### config.mk
export PLATFORM = sky130hd
export DESIGN_NAME = rf_cmd_framer
export DESIGN_NICKNAME = d
export VERILOG_FILES = /design/src/rtl/rf_ctrl_pkg.sv /design/src/rtl/rf_edge_det.sv /design/src/rtl/rf_cmd_framer.sv
export SDC_FILE = /design/constraint.sdc
export NUM_CORES = 1
export LEC_CHECK = 0
export CORE_AREA = 5 5 113 115
export DETAILED_ROUTE_END_ITERATION = 8
export DIE_AREA = 0 0 118 120
export GPL_ROUTABILITY_DRIVEN = 0
export PLACE_DENSITY = 0.82
export SLEW_MARGIN = 5
export SYNTH_ARGS = -nofsm -noshare
export SYNTH_HDL_FRONTEND = slang
export SYNTH_HIERARCHICAL = 1
export SYNTH_SLANG_ARGS = --single-unit
### constraint.sdc
create_clock -name clk -period 4.62 [get_ports clk]
set_input_delay 0.924 -clock clk [delete_from_list [all_inputs] [get_ports clk]]
set_output_delay 0.924 -clock clk [all_outputs]
set_load 0.05 [all_outputs]
### src/rtl/rf_ctrl_pkg.sv
// Shared constants, frame layout and FSM encoding for the RF command framer.
// Frame on the wire: EB 90 OP B3 B4 B5 B6 CHK, CHK = 8-bit sum of OP..B6.
package rf_ctrl_pkg;

  localparam logic [7:0] SYNC_B0   = 8'hEB;
  localparam logic [7:0] SYNC_B1   = 8'h90;
  localparam logic [7:0] OP_SET    = 8'h01;
  localparam logic [7:0] OP_QUERY  = 8'h02;
  localparam int         FRAME_LEN = 8;

  typedef enum logic [1:0] {
    ST_IDLE,
    ST_SEND,
    ST_GAP
  } state_t;

  typedef struct packed {
    logic [7:0] op;
    logic [7:0] b3;
    logic [7:0] b4;
    logic [7:0] b5;
    logic [7:0] b6;
  } frame_t;

  function automatic logic [7:0] frame_chk(input frame_t f);
    return f.op + f.b3 + f.b4 + f.b5 + f.b6;
  endfunction

  function automatic logic [7:0] frame_byte(input frame_t f, input logic [2:0] idx);
    logic [7:0] b;
    case (idx)
      3'd0:    b = SYNC_B0;
      3'd1:    b = SYNC_B1;
      3'd2:    b = f.op;
      3'd3:    b = f.b3;
      3'd4:    b = f.b4;
      3'd5:    b = f.b5;
      3'd6:    b = f.b6;
      default: b = frame_chk(f);
    endcase
    return b;
  endfunction

endpackage

### src/rtl/rf_edge_det.sv
// Rising-edge detector for a GPIO level; combinational pulse, one cycle wide.
// History register resets to 1 so a level already high at reset is not an event.
module rf_edge_det (
  input  logic clk,
  input  logic rst,
  input  logic din,
  output logic rise
);

  logic din_q;

  always_ff @(posedge clk) begin
    if (rst) din_q <= 1'b1;
    else     din_q <= din;
  end

  assign rise = din & ~din_q;

endmodule

### src/rtl/rf_cmd_framer.sv
// Turns GPIO SET/QUERY requests into 8-byte UART frames with RS-485 enable and gap.
// First byte two cycles after the request edge; bytes hold under i_byte_rdy stalls.
module rf_cmd_framer
  import rf_ctrl_pkg::*;
#(
  parameter int GAP_CYCLES = 16
) (
  input  logic        clk,
  input  logic        rst,
  input  logic [31:0] i_rf_data,
  input  logic [31:0] i_up_gain,
  input  logic [31:0] i_down_gain,
  input  logic        i_rf_data_vld,
  input  logic        i_rf_ask_flag,
  output logic [7:0]  o_byte,
  output logic        o_byte_vld,
  input  logic        i_byte_rdy,
  output logic        o_tx_ctrl,
  output logic [31:0] o_send_num
);

  state_t      state, state_nxt;
  frame_t      cur, cur_nxt;
  logic [2:0]  idx, idx_nxt;
  logic [15:0] gap_cnt, gap_nxt;
  logic [7:0]  byte_nxt;
  logic        vld_nxt, txc_nxt;
  logic [31:0] num_nxt;
  logic        rise_set, rise_qry;
  logic        pend_set, pend_qry;
  logic        start, launch_set;
  logic [15:0] snap_freq;
  logic [7:0]  snap_up, snap_down;
  logic        unused_bits;

  assign unused_bits = ^{i_rf_data[31:16], i_up_gain[31:8], i_down_gain[31:8]};

  rf_edge_det u_set_edge (.clk(clk), .rst(rst), .din(i_rf_data_vld), .rise(rise_set));
  rf_edge_det u_qry_edge (.clk(clk), .rst(rst), .din(i_rf_ask_flag), .rise(rise_qry));

  always_comb begin
    state_nxt  = state;
    cur_nxt    = cur;
    idx_nxt    = idx;
    gap_nxt    = gap_cnt;
    byte_nxt   = o_byte;
    vld_nxt    = o_byte_vld;
    num_nxt    = o_send_num;
    start      = 1'b0;
    launch_set = 1'b0;
    case (state)
      ST_IDLE: start = pend_set | pend_qry;
      ST_SEND: begin
        if (o_byte_vld && i_byte_rdy) begin
          if (idx == 3'(FRAME_LEN - 1)) begin
            state_nxt = ST_GAP;
            vld_nxt   = 1'b0;
            gap_nxt   = '0;
            num_nxt   = o_send_num + 32'd1;
          end else begin
            idx_nxt  = idx + 3'd1;
            byte_nxt = frame_byte(cur, idx + 3'd1);
          end
        end
      end
      ST_GAP: begin
        // Last gap cycle doubles as an idle decision so a queued frame follows directly.
        if (gap_cnt == 16'(GAP_CYCLES - 1)) begin
          state_nxt = ST_IDLE;
          start     = pend_set | pend_qry;
        end else begin
          gap_nxt = gap_cnt + 16'd1;
        end
      end
      default: state_nxt = ST_IDLE;
    endcase

    if (start) begin
      launch_set = pend_set;
      if (pend_set) begin
        cur_nxt.op = OP_SET;
        cur_nxt.b3 = snap_freq[15:8];
        cur_nxt.b4 = snap_freq[7:0];
        cur_nxt.b5 = snap_up;
        cur_nxt.b6 = snap_down;
      end else begin
        cur_nxt.op = OP_QUERY;
        cur_nxt.b3 = 8'h00;
        cur_nxt.b4 = 8'h00;
        cur_nxt.b5 = 8'h00;
        cur_nxt.b6 = 8'h00;
      end
      state_nxt = ST_SEND;
      idx_nxt   = '0;
      byte_nxt  = SYNC_B0;
      vld_nxt   = 1'b1;
    end
    txc_nxt = (state_nxt != ST_IDLE);
  end

  always_ff @(posedge clk) begin
    if (rst) begin
      state      <= ST_IDLE;
      cur        <= '0;
      idx        <= '0;
      gap_cnt    <= '0;
      o_byte     <= 8'h00;
      o_byte_vld <= 1'b0;
      o_tx_ctrl  <= 1'b0;
      o_send_num <= '0;
      pend_set   <= 1'b0;
      pend_qry   <= 1'b0;
      snap_freq  <= '0;
      snap_up    <= '0;
      snap_down  <= '0;
    end else begin
      state      <= state_nxt;
      cur        <= cur_nxt;
      idx        <= idx_nxt;
      gap_cnt    <= gap_nxt;
      o_byte     <= byte_nxt;
      o_byte_vld <= vld_nxt;
      o_tx_ctrl  <= txc_nxt;
      o_send_num <= num_nxt;
      // A new edge in the launch cycle stays pending for the next frame.
      pend_set   <= rise_set | (pend_set & ~launch_set);
      pend_qry   <= rise_qry | (pend_qry & ~(start & ~pend_set));
      if (rise_set) begin
        snap_freq <= i_rf_data[15:0];
        snap_up   <= i_up_gain[7:0];
        snap_down <= i_down_gain[7:0];
      end
    end
  end

endmodule

==> out/results.ini, run 1 <==
[drt]
vias=4959
drt-initial-drc-count=322
ant_nets=0
drc=0
drt_pass1_iterations=5
wl_per_cell_um=15.9
wirelength_mm=14.0
post_drt_via_cell_ratio=5.64

[worst_setup_path]
reg2reg_slack_ps=1200
reg2reg_to=o_byte[6]$_SDFFE_PP0P_
r2r-start=cur[0]$_SDFFE_PP0P_
crit_arrival_ps=3730
endpoint_kind=flip-flop
cp.required_ps=4930
path_max_fanout=3
critical_path_class=flip-flop to flip-flop
startpoint_type=flip-flop
r2r_cells=12

[clock_network]
cts_tree=done
clk_latency_ps=420
cts_resized=0
cts_max_level=4
root_buffer=clkbuf_16
cts_hold_buf=0
cts_buffer_depth=2
cts_setup_buffers=0
clk_pin_slew_ps=60
clock-sinks=133
numCtsBuffers=17

[sta]
finalCritPeriodShare_pct=73.9
finalMaxSlewViolations=0
period_needed_ps=3420
tightest_slew_ps=1190
max_freq_mhz=293
hold_violations=0
finalSetupTns_ps=0
setup_viol=0
slew-limit-headroom_pct=20.4
rsz0062_at_grt=false
fin_skew_ps=6.37

[final_layout]
finalInstanceArea_sq_um=7510
drive_above_1_share_pct=5.59
n_antenna_cell=0
nets=851
syn2layout_area_growth_pct=23.4

[floorplanning]
ios=143
die_w_um=118
fp.dieH_um=120
fp-row-count=40
coreArea_sq_um=11700
dieArea_sq_um=14200
start_util_pct=51.9

[synth]
avgSynthCellArea_sq_um=9.33
yosysMostFrequentCell=dfxtp_1
synth_top_flop_cell=dfxtp_1
synth_nets=783
synth-seq-cells=133
synth-warning-count=6
ys_types=48
syn_inst=652
syn_area_sq_um=6080
async_reset_ff_share_pct=0
synthTopCellsByArea=dfxtp_1, mux2i_1, fa_1
ys_seq_area_share_pct=43.8
yosys.area.top_type=dfxtp_1
synth_common_cells=dfxtp_1, nor2_1, inv_1, a21oi_1, nand2_1
yosysTopAreaCellShare_pct=43.8
synth_edf_count=0

[power_and_ir_drop]
leakage_uw=0.00276
powerDensity_nw_per_um2=347
ir_worst_vdd_v=0.000186
power_uw=2600

[status]
outcome=finished, final reports clean

[grt]
track_usage_pct=20.1
grt_overflow_total=0
grt_pass1_vias=5027
grt_pass1_wl_mm=23.6
grt_start_max_net_pins=62
antenna_found_initial=0

[hold_path]
min_to=cur[32]$_SDFFE_PP0P_
worst_hold_path_type=flip-flop to flip-flop
whs_path_depth=2
hold_start=cur[32]$_SDFFE_PP0P_

[placement]
placed_area_sq_um=6930
port_buffers=78
hpwl_mm=9.91

[run]
maxCapViolCount=0

==> metrics by stage <==
stage	hold slack [ps]	utilization (%)	setup slack, ps	instances
6_report	470	64.1	1200	880
5_1_grt	491	64.1	1030	880
4_1_cts	458	64.1	1230	880
3_5_place_dp	450	59.2	1240	848
3_3_place_gp	447	59.2	1370	848
2_1_floorplan	436	-	1600	652
==> routing by layer <==
metal  global-route usage, %  vias up  routed length [um]
li1                        -     2412                   -
met1                    25.0     2395                6280
met2                    33.6      135                6880
met3                    5.28       17                 649
met4                    7.74        0                 216
met5                       0        -                   0
==> power by group <==
| part | internal [uW] | leakage [uW] | switching (uW) |
|---|---|---|---|
| Sequential | 1170 | 0.00108 | 12.8 |
| Combinational | 61.9 | 0.00141 | 77.4 |
| Clock | 753 | 0.000273 | 531 |
| Total | 1980 | 0.00276 | 621 |
==> cell families (layout without fill, tap and decap cells) <==
family / Yosys count / count (layout) / synth area share, %
adders and majority gates: 30 / 30 / 8.15
and+or+nand+nor: 212 / 212 / 16.8
xor gates and xnor gates: 47 / 47 / 6.77
DFF: 133 / 133 / 43.8
muxes: 34 / 34 / 5.60
buffers and inverters: 76 / 157 / 5.14
AOI/OAI and AO/OA: 120 / 120 / 13.7
==> how the worst max path moves through the flow <==
stage                                   start                     end  slack [ps]  cells past startpoint
after global routing      cur[0]$_SDFFE_PP0P_  o_byte[6]$_SDFFE_PP0P_        1030                     12
after global placement    cur[0]$_SDFFE_PP0P_  o_byte[6]$_SDFFE_PP0P_        1370                     12
final                     cur[0]$_SDFFE_PP0P_  o_byte[6]$_SDFFE_PP0P_        1200                     12
after detailed placement  cur[0]$_SDFFE_PP0P_  o_byte[6]$_SDFFE_PP0P_        1240                     12
after CTS                 cur[0]$_SDFFE_PP0P_  o_byte[6]$_SDFFE_PP0P_        1230                     12
after floorplan           cur[0]$_SDFFE_PP0P_  o_byte[6]$_SDFFE_PP0P_        1600                     12
==> cells in the final DEF, fill, tap and decap left out, types with 3 or more instances in the layout <==
cell type,instances
and3_1,9
nor2_1,83
or3_1,16
nand2_1,35
xnor2_1,19
buf_4,3
nor2b_1,5
clkbuf_16,17
nand3b_1,3
a221oi_1,4
a222oi_1,7
inv_6,5
clkinv_4,4
o21ai_0,19
fa_1,16
clkinvlp_4,3
and4_1,5
mux2i_1,34
nor3_1,11
ha_1,14
a211oi_1,7
a22o_1,32
dfxtp_1,133
nand3_1,15
a21oi_1,36
nand4_1,14
xor2_1,28
nand2b_1,4
clkdlybuf4s50_1,77
inv_1,44
==> critical path, cell delays in order, from the launching register on <==
cell	delay [ps]
dfxtp_1	340
fa_1	540
inv_1	50
fa_1	490
fa_1	220
inv_1	70
fa_1	440
a211oi_1	270
o21bai_1	120
a21oi_1	180
xnor2_1	130
a21oi_1	120
a221oi_1	340
==> final cells by class <==
class / count / area, sq um
Clock inverter: 15 / 148
Multi-Input combinational cell: 443 / 3120
Tap cell: 147 / 184
Timing Repair Buffer: 81 / 798
Inverter: 44 / 165
Sequential cell: 133 / 2660
Fill cell: 973 / 4200
Clock buffer: 17 / 425
==> registers in the layout, indices dropped and copies added (netlist names) <==
register          count
cur                  34
gap_cnt              16
idx                   3
o_byte                8
o_byte_vld            1
o_send_num           32
o_tx_ctrl             1
pend_qry              1
pend_set              1
snap_down             8
snap_freq            16
snap_up               8
state                 2
u_qry_edge/din_q      1
u_set_edge/din_q      1
Note: power is estimated with default switching activity, not from simulation.
==> inputs of run 2 (changes only) <==
--- a/config.mk
+++ b/config.mk
@@ -5,11 +5,11 @@
 export SDC_FILE = /design/constraint.sdc
 export NUM_CORES = 1
 export LEC_CHECK = 0
-export CORE_AREA = 5 5 113 115
+export CORE_AREA = 5 5 123 125
 export DETAILED_ROUTE_END_ITERATION = 8
-export DIE_AREA = 0 0 118 120
+export DIE_AREA = 0 0 128 130
 export GPL_ROUTABILITY_DRIVEN = 0
-export PLACE_DENSITY = 0.82
+export PLACE_DENSITY = 0.73
 export SLEW_MARGIN = 5
 export SYNTH_ARGS = -nofsm -noshare
 export SYNTH_HDL_FRONTEND = slang
==> constraint.sdc (replaced) <==
create_clock -name clk -period 3.1 [get_ports clk]
set_input_delay 0.62 -clock clk [delete_from_list [all_inputs] [get_ports clk]]
set_output_delay 0.62 -clock clk [all_outputs]
set_load 0.05 [all_outputs]
==> run 2 against run 1 <==
- final cell count rose by 5.3%
- register-to-register slack worse by 1200 ps
- clock power grew 66%
- critical endpoint unchanged
- combinational power grew 50%
- first-iteration DRC count is 4.3% lower
- setup slack lost 1200 ps
- largest power group unchanged
- final area increased by 3.1%
- highest routed layer unchanged
- sequential share of layout area decreased by 1.1 points
- flip-flop and latch count unchanged
==> out/results.ini, run 2 (synthesis gave the netlist of run 1 again) <==
[worst_setup_path]
cp_slowest_cell=fa_1
cp_top_family=adder cells
endpoint_kind=flip-flop
r2r-start=cur[0]$_SDFFE_PP0P_
critical_path_class=flip-flop to flip-flop
path_cells=fa_1, inv_1, fa_1, fa_2, inv_2, fa_2, a211oi_2, o21bai_1, a21oi_2, xnor2_2, a21oi_2, a221oi_2
crit_arrival_ps=3420
path_max_fanout=2
crit_cells=12
r2r_cells=12
cp.required_ps=3440
startpoint_type=flip-flop
critPathLaunch=cur[0]$_SDFFE_PP0P_
path_buf_inv=2
crit_path_max_incr_delay_ps=530

[placement]
dp.cells=895
pre_cts_ws_ps=-124
port_buffers=78
hpwl_mm=10.0

[sta]
setup_viol=0
finalSetupTns_ps=0
slew-limit-headroom_pct=15.1
whs_ps=463
rsz0062_at_grt=true
tightest_slew_ps=1270
fin_skew_ps=11.0
period_needed_ps=3090
finalMaxSlewViolations=0
hold_violations=0
postLayoutSetupSlackWorst_ps=11.4
max_freq_mhz=324
finalCritPeriodShare_pct=99.6

[power_and_ir_drop]
ir_worst_vdd_v=0.000415
power_uw=4100
powerDensity_nw_per_um2=530
leakage_uw=0.00287

[drt]
wl_per_cell_um=15.0
ant_nets=0
post_drt_via_cell_ratio=5.30
drt-initial-drc-count=308
vias=4914
wirelength_mm=13.9
drt_pass1_iterations=6
drc=0

[grt]
met1_usage_pct=22.0
grt_pass1_wl_mm=23.4
grt_pass1_vias=4886
grtUsageMet2_pct=28.4
grt_start_max_net_pins=48
busiest_layer=met2
antenna_found_initial=0
grt_use_met3_pct=4.50
grt_overflow_total=0
track_usage_pct=17.5

[final_layout]
syn2layout_area_growth_pct=27.3
final_cell_mix=dfxtp_1, nor2_1, clkdlybuf4s50_1
ff_latch_area_sq_um=2660
final_common_cell=dfxtp_1
n_antenna_cell=0
drive_above_1_share_pct=8.43
regMostFlops=cur
largest_reg_flops=34
largestRegisters=cur: 34 flops, o_send_num: 32 flops
nets=865
n_fill_cell=1228
instances_no_fill=927
multi_input_area_sq_um=3150

[clock_network]
clk_latency_ps=420
cts_setup_buffers=0
numCtsBuffers=17
clk_pin_slew_ps=60
clock-sinks=133
root_buffer=clkbuf_16
cts_buffer_depth=2
cts_tree=done
cts_max_level=4

[floorplanning]
coreArea_sq_um=13800
fp-row-count=43
die_w_um=128
fp.dieH_um=130
dieArea_sq_um=16600
start_util_pct=44.2
ios=143

[status]
outcome=finished, final reports clean

[hold_path]
hold_start=snap_up[4]$_SDFFE_PP0P_
worst_hold_path_type=flip-flop to flip-flop
whs_path_depth=1

[run]
maxCapViolCount=0

[run 2: where the power goes]
group	internal (uW)	switching [uW]
clock network	1360	775
registers	1740	19.2
logic	94.2	115
total	3190	910
[run 2: cell type report]
cell class,count,area share [%]
multi-input combinational,443,40.7
timing repair buffer,95,11.7
tap,180,2.91
sequential,133,34.4
inverter,44,2.13
clock buffer,19,5.59
clock inverter,13,2.55
[run 2: through the flow]
stage,instance area [sq um],utilization [%]
4_1_cts,7720,56.0
3_5_place_dp,7080,51.4
6_report,7740,56.2
3_3_place_gp,7080,51.4
5_1_grt,7740,56.2
2_1_floorplan,6080,-
[run 2: routing by layer]
layer / share of wire [%] / wire length, um
met1: 46 / 6400
met2: 47 / 6480
met4: 2.5 / 344
met5: 0 / 0
met3: 5.0 / 691
[run 2: path summary, 6_finish.rpt]
kind / slack (ps) / endpoint
min reg2reg: 460 / cur[12]$_SDFFE_PP0P_
max: 10 / o_byte[6]$_SDFFE_PP0P_
max reg2reg: 10 / o_byte[6]$_SDFFE_PP0P_
min: 460 / cur[12]$_SDFFE_PP0P_
[run 2: what timing repair did]
action	CTS	global route
endpoints found under the setup margin	1	3
resized for setup	3	7
pin swaps	2	1
hold buffers	0	0
==> inputs of run 3 (changes only) <==
--- a/config.mk
+++ b/config.mk
@@ -10,6 +10,7 @@
 export DIE_AREA = 0 0 128 130
 export GPL_ROUTABILITY_DRIVEN = 0
 export PLACE_DENSITY = 0.73
+export SETUP_SLACK_MARGIN = 0.1
 export SLEW_MARGIN = 5
 export SYNTH_ARGS = -nofsm -noshare
 export SYNTH_HDL_FRONTEND = slang
==> run 3 against run 2 <==
- final cell count unchanged
- final area about the same
- maximum frequency fell by 0.36%
- worst hold slack improved by 1.6 ps
- largest cell class unchanged
==> out/results.ini, run 3 (synthesis gave the netlist of run 1 again) <==
[floorplanning]
start_util_pct=44.2
fp.dieH_um=130
dieArea_sq_um=16600
fp-row-count=43
ios=143
coreArea_sq_um=13800
die_w_um=128

[drt]
drt_pass1_iterations=5
drc=0
vias=4992
wl_per_cell_um=15.3
ant_nets=0
wl_met3_um=712
post_drt_via_cell_ratio=5.39
drt-initial-drc-count=296
wirelength_mm=14.2
wl_met2_mm=6.75
m1WireLength_mm=6.41
dr.max_layer_used=met4

[final_layout]
final_common_cell=dfxtp_1
nets=866
syn2layout_area_growth_pct=27.2
largestRegisters=cur: 34 flops, o_send_num: 32 flops
regMostFlops=cur
final_cell_mix=dfxtp_1, nor2_1, clkdlybuf4s50_1
instances_no_fill=927
largest_reg_flops=34
n_antenna_cell=0
drive_above_1_share_pct=9.10

[placement]
dp.cells=895
port_buffers=78
pre_cts_ws_ps=-24.0
hpwl_mm=10.3

[power_and_ir_drop]
leakage_uw=0.00288
powerDensity_nw_per_um2=507
power_uw=3920
ir_worst_vdd_v=0.000339

[sta]
max_freq_mhz=323
rsz0062_at_grt=true
whs_ps=464
finalMaxSlewViolations=0
hold_violations=0
postLayoutSetupSlackWorst_ps=0.267
finalCritPeriodShare_pct=100
fin_skew_ps=8.94
slew-limit-headroom_pct=49.4
tightest_slew_ps=758
setup_viol=0
period_needed_ps=3100

[grt]
grt_pass1_vias=5099
grt_pass1_wl_mm=23.7
grt_overflow_total=0
track_usage_pct=17.5
antenna_found_initial=0
grt_start_max_net_pins=55

[clock_network]
clk_latency_ps=410
cts_buffer_depth=2
cts_max_level=4
numCtsBuffers=17
clk_pin_slew_ps=50
root_buffer=clkbuf_16
cts_tree=done
clock-sinks=133

[worst_setup_path]
r2r_cells=13
r2r-start=cur[0]$_SDFFE_PP0P_
reg2reg_slack_ps=0.3
startpoint_type=flip-flop
cp.required_ps=3430
path_max_fanout=2
reg2reg_to=o_byte[4]$_SDFFE_PP0P_
endpoint_kind=flip-flop
critical_path_class=flip-flop to flip-flop
crit_arrival_ps=3430

[hold_path]
min_to=cur[32]$_SDFFE_PP0P_
worst_hold_path_type=flip-flop to flip-flop
hold_start=cur[32]$_SDFFE_PP0P_
whs_path_depth=2

[run]
maxCapViolCount=0

[status]
outcome=finished, final reports clean

run 3: what timing repair did:
action,in CTS,in global routing
setup endpoints to repair,3,3
resized for setup,3,11
hold buffers,0,0
pin swaps,3,6
buffers inserted,0,2
run 3: worst max-delay path, cell delays in order (launching register included):
cell and delay (ps):
dfxtp_2 320, fa_1 550, inv_2 40, fa_1 490, fa_2 220, inv_2 40
fa_2 350, buf_4 150, buf_6 110, a21o_1 160, a21oi_2 140, xnor2_1 160
a211oi_2 100, nor3_1 200
run 3: worst max-delay path by stage:
stage / slack [ps] / from / end
finish: 0.3 / cur[0]$_SDFFE_PP0P_ / o_byte[4]$_SDFFE_PP0P_
global route: -160 / cur[0]$_SDFFE_PP0P_ / o_byte[6]$_SDFFE_PP0P_
CTS: 50 / cur[0]$_SDFFE_PP0P_ / o_byte[6]$_SDFFE_PP0P_
detailed placement: -20 / cur[0]$_SDFFE_PP0P_ / o_byte[6]$_SDFFE_PP0P_
global placement: 0.3 / cur[0]$_SDFFE_PP0P_ / o_byte[6]$_SDFFE_PP0P_
floorplan: 140 / cur[0]$_SDFFE_PP0P_ / o_byte[6]$_SDFFE_PP0P_
run 3: routing by layer:
layer / up-vias / GRT usage [%]
met2: 138 / 29.0
met5: - / 0
met1: 2387 / 21.8
met3: 24 / 4.63
met4: 0 / 6.93
li1: 2443 / -
run 3: layout make-up:
type / instances / area [sq um]
fill: 1229 / 6040
multi-input combinational: 443 / 3180
sequential: 133 / 2660
timing repair buffer: 96 / 915
clock buffer: 22 / 484
tap: 180 / 225
inverter: 44 / 165
clock inverter: 9 / 101
run 3: per-stage QoR:
| step | TNS [ps] | cell area [sq um] | util, % |
|---|---|---|---|
| after floorplan | 0 | 6080 | - |
| after global placement | 0 | 7080 | 51.4 |
| after detailed placement | -24.0 | 7080 | 51.4 |
| after CTS | 0 | 7680 | 55.8 |
| after global routing | -278 | 7740 | 56.2 |
| final | 0 | 7740 | 56.2 |
run 3: report_power, final:
| group | leakage [uW] | internal, uW | total, uW | switching, uW |
|---|---|---|---|---|
| clock network | 0.000292 | 1260 | 1950 | 692 |
| logic | 0.00151 | 94.4 | 211 | 116 |
| registers | 0.00108 | 1740 | 1760 | 19.2 |
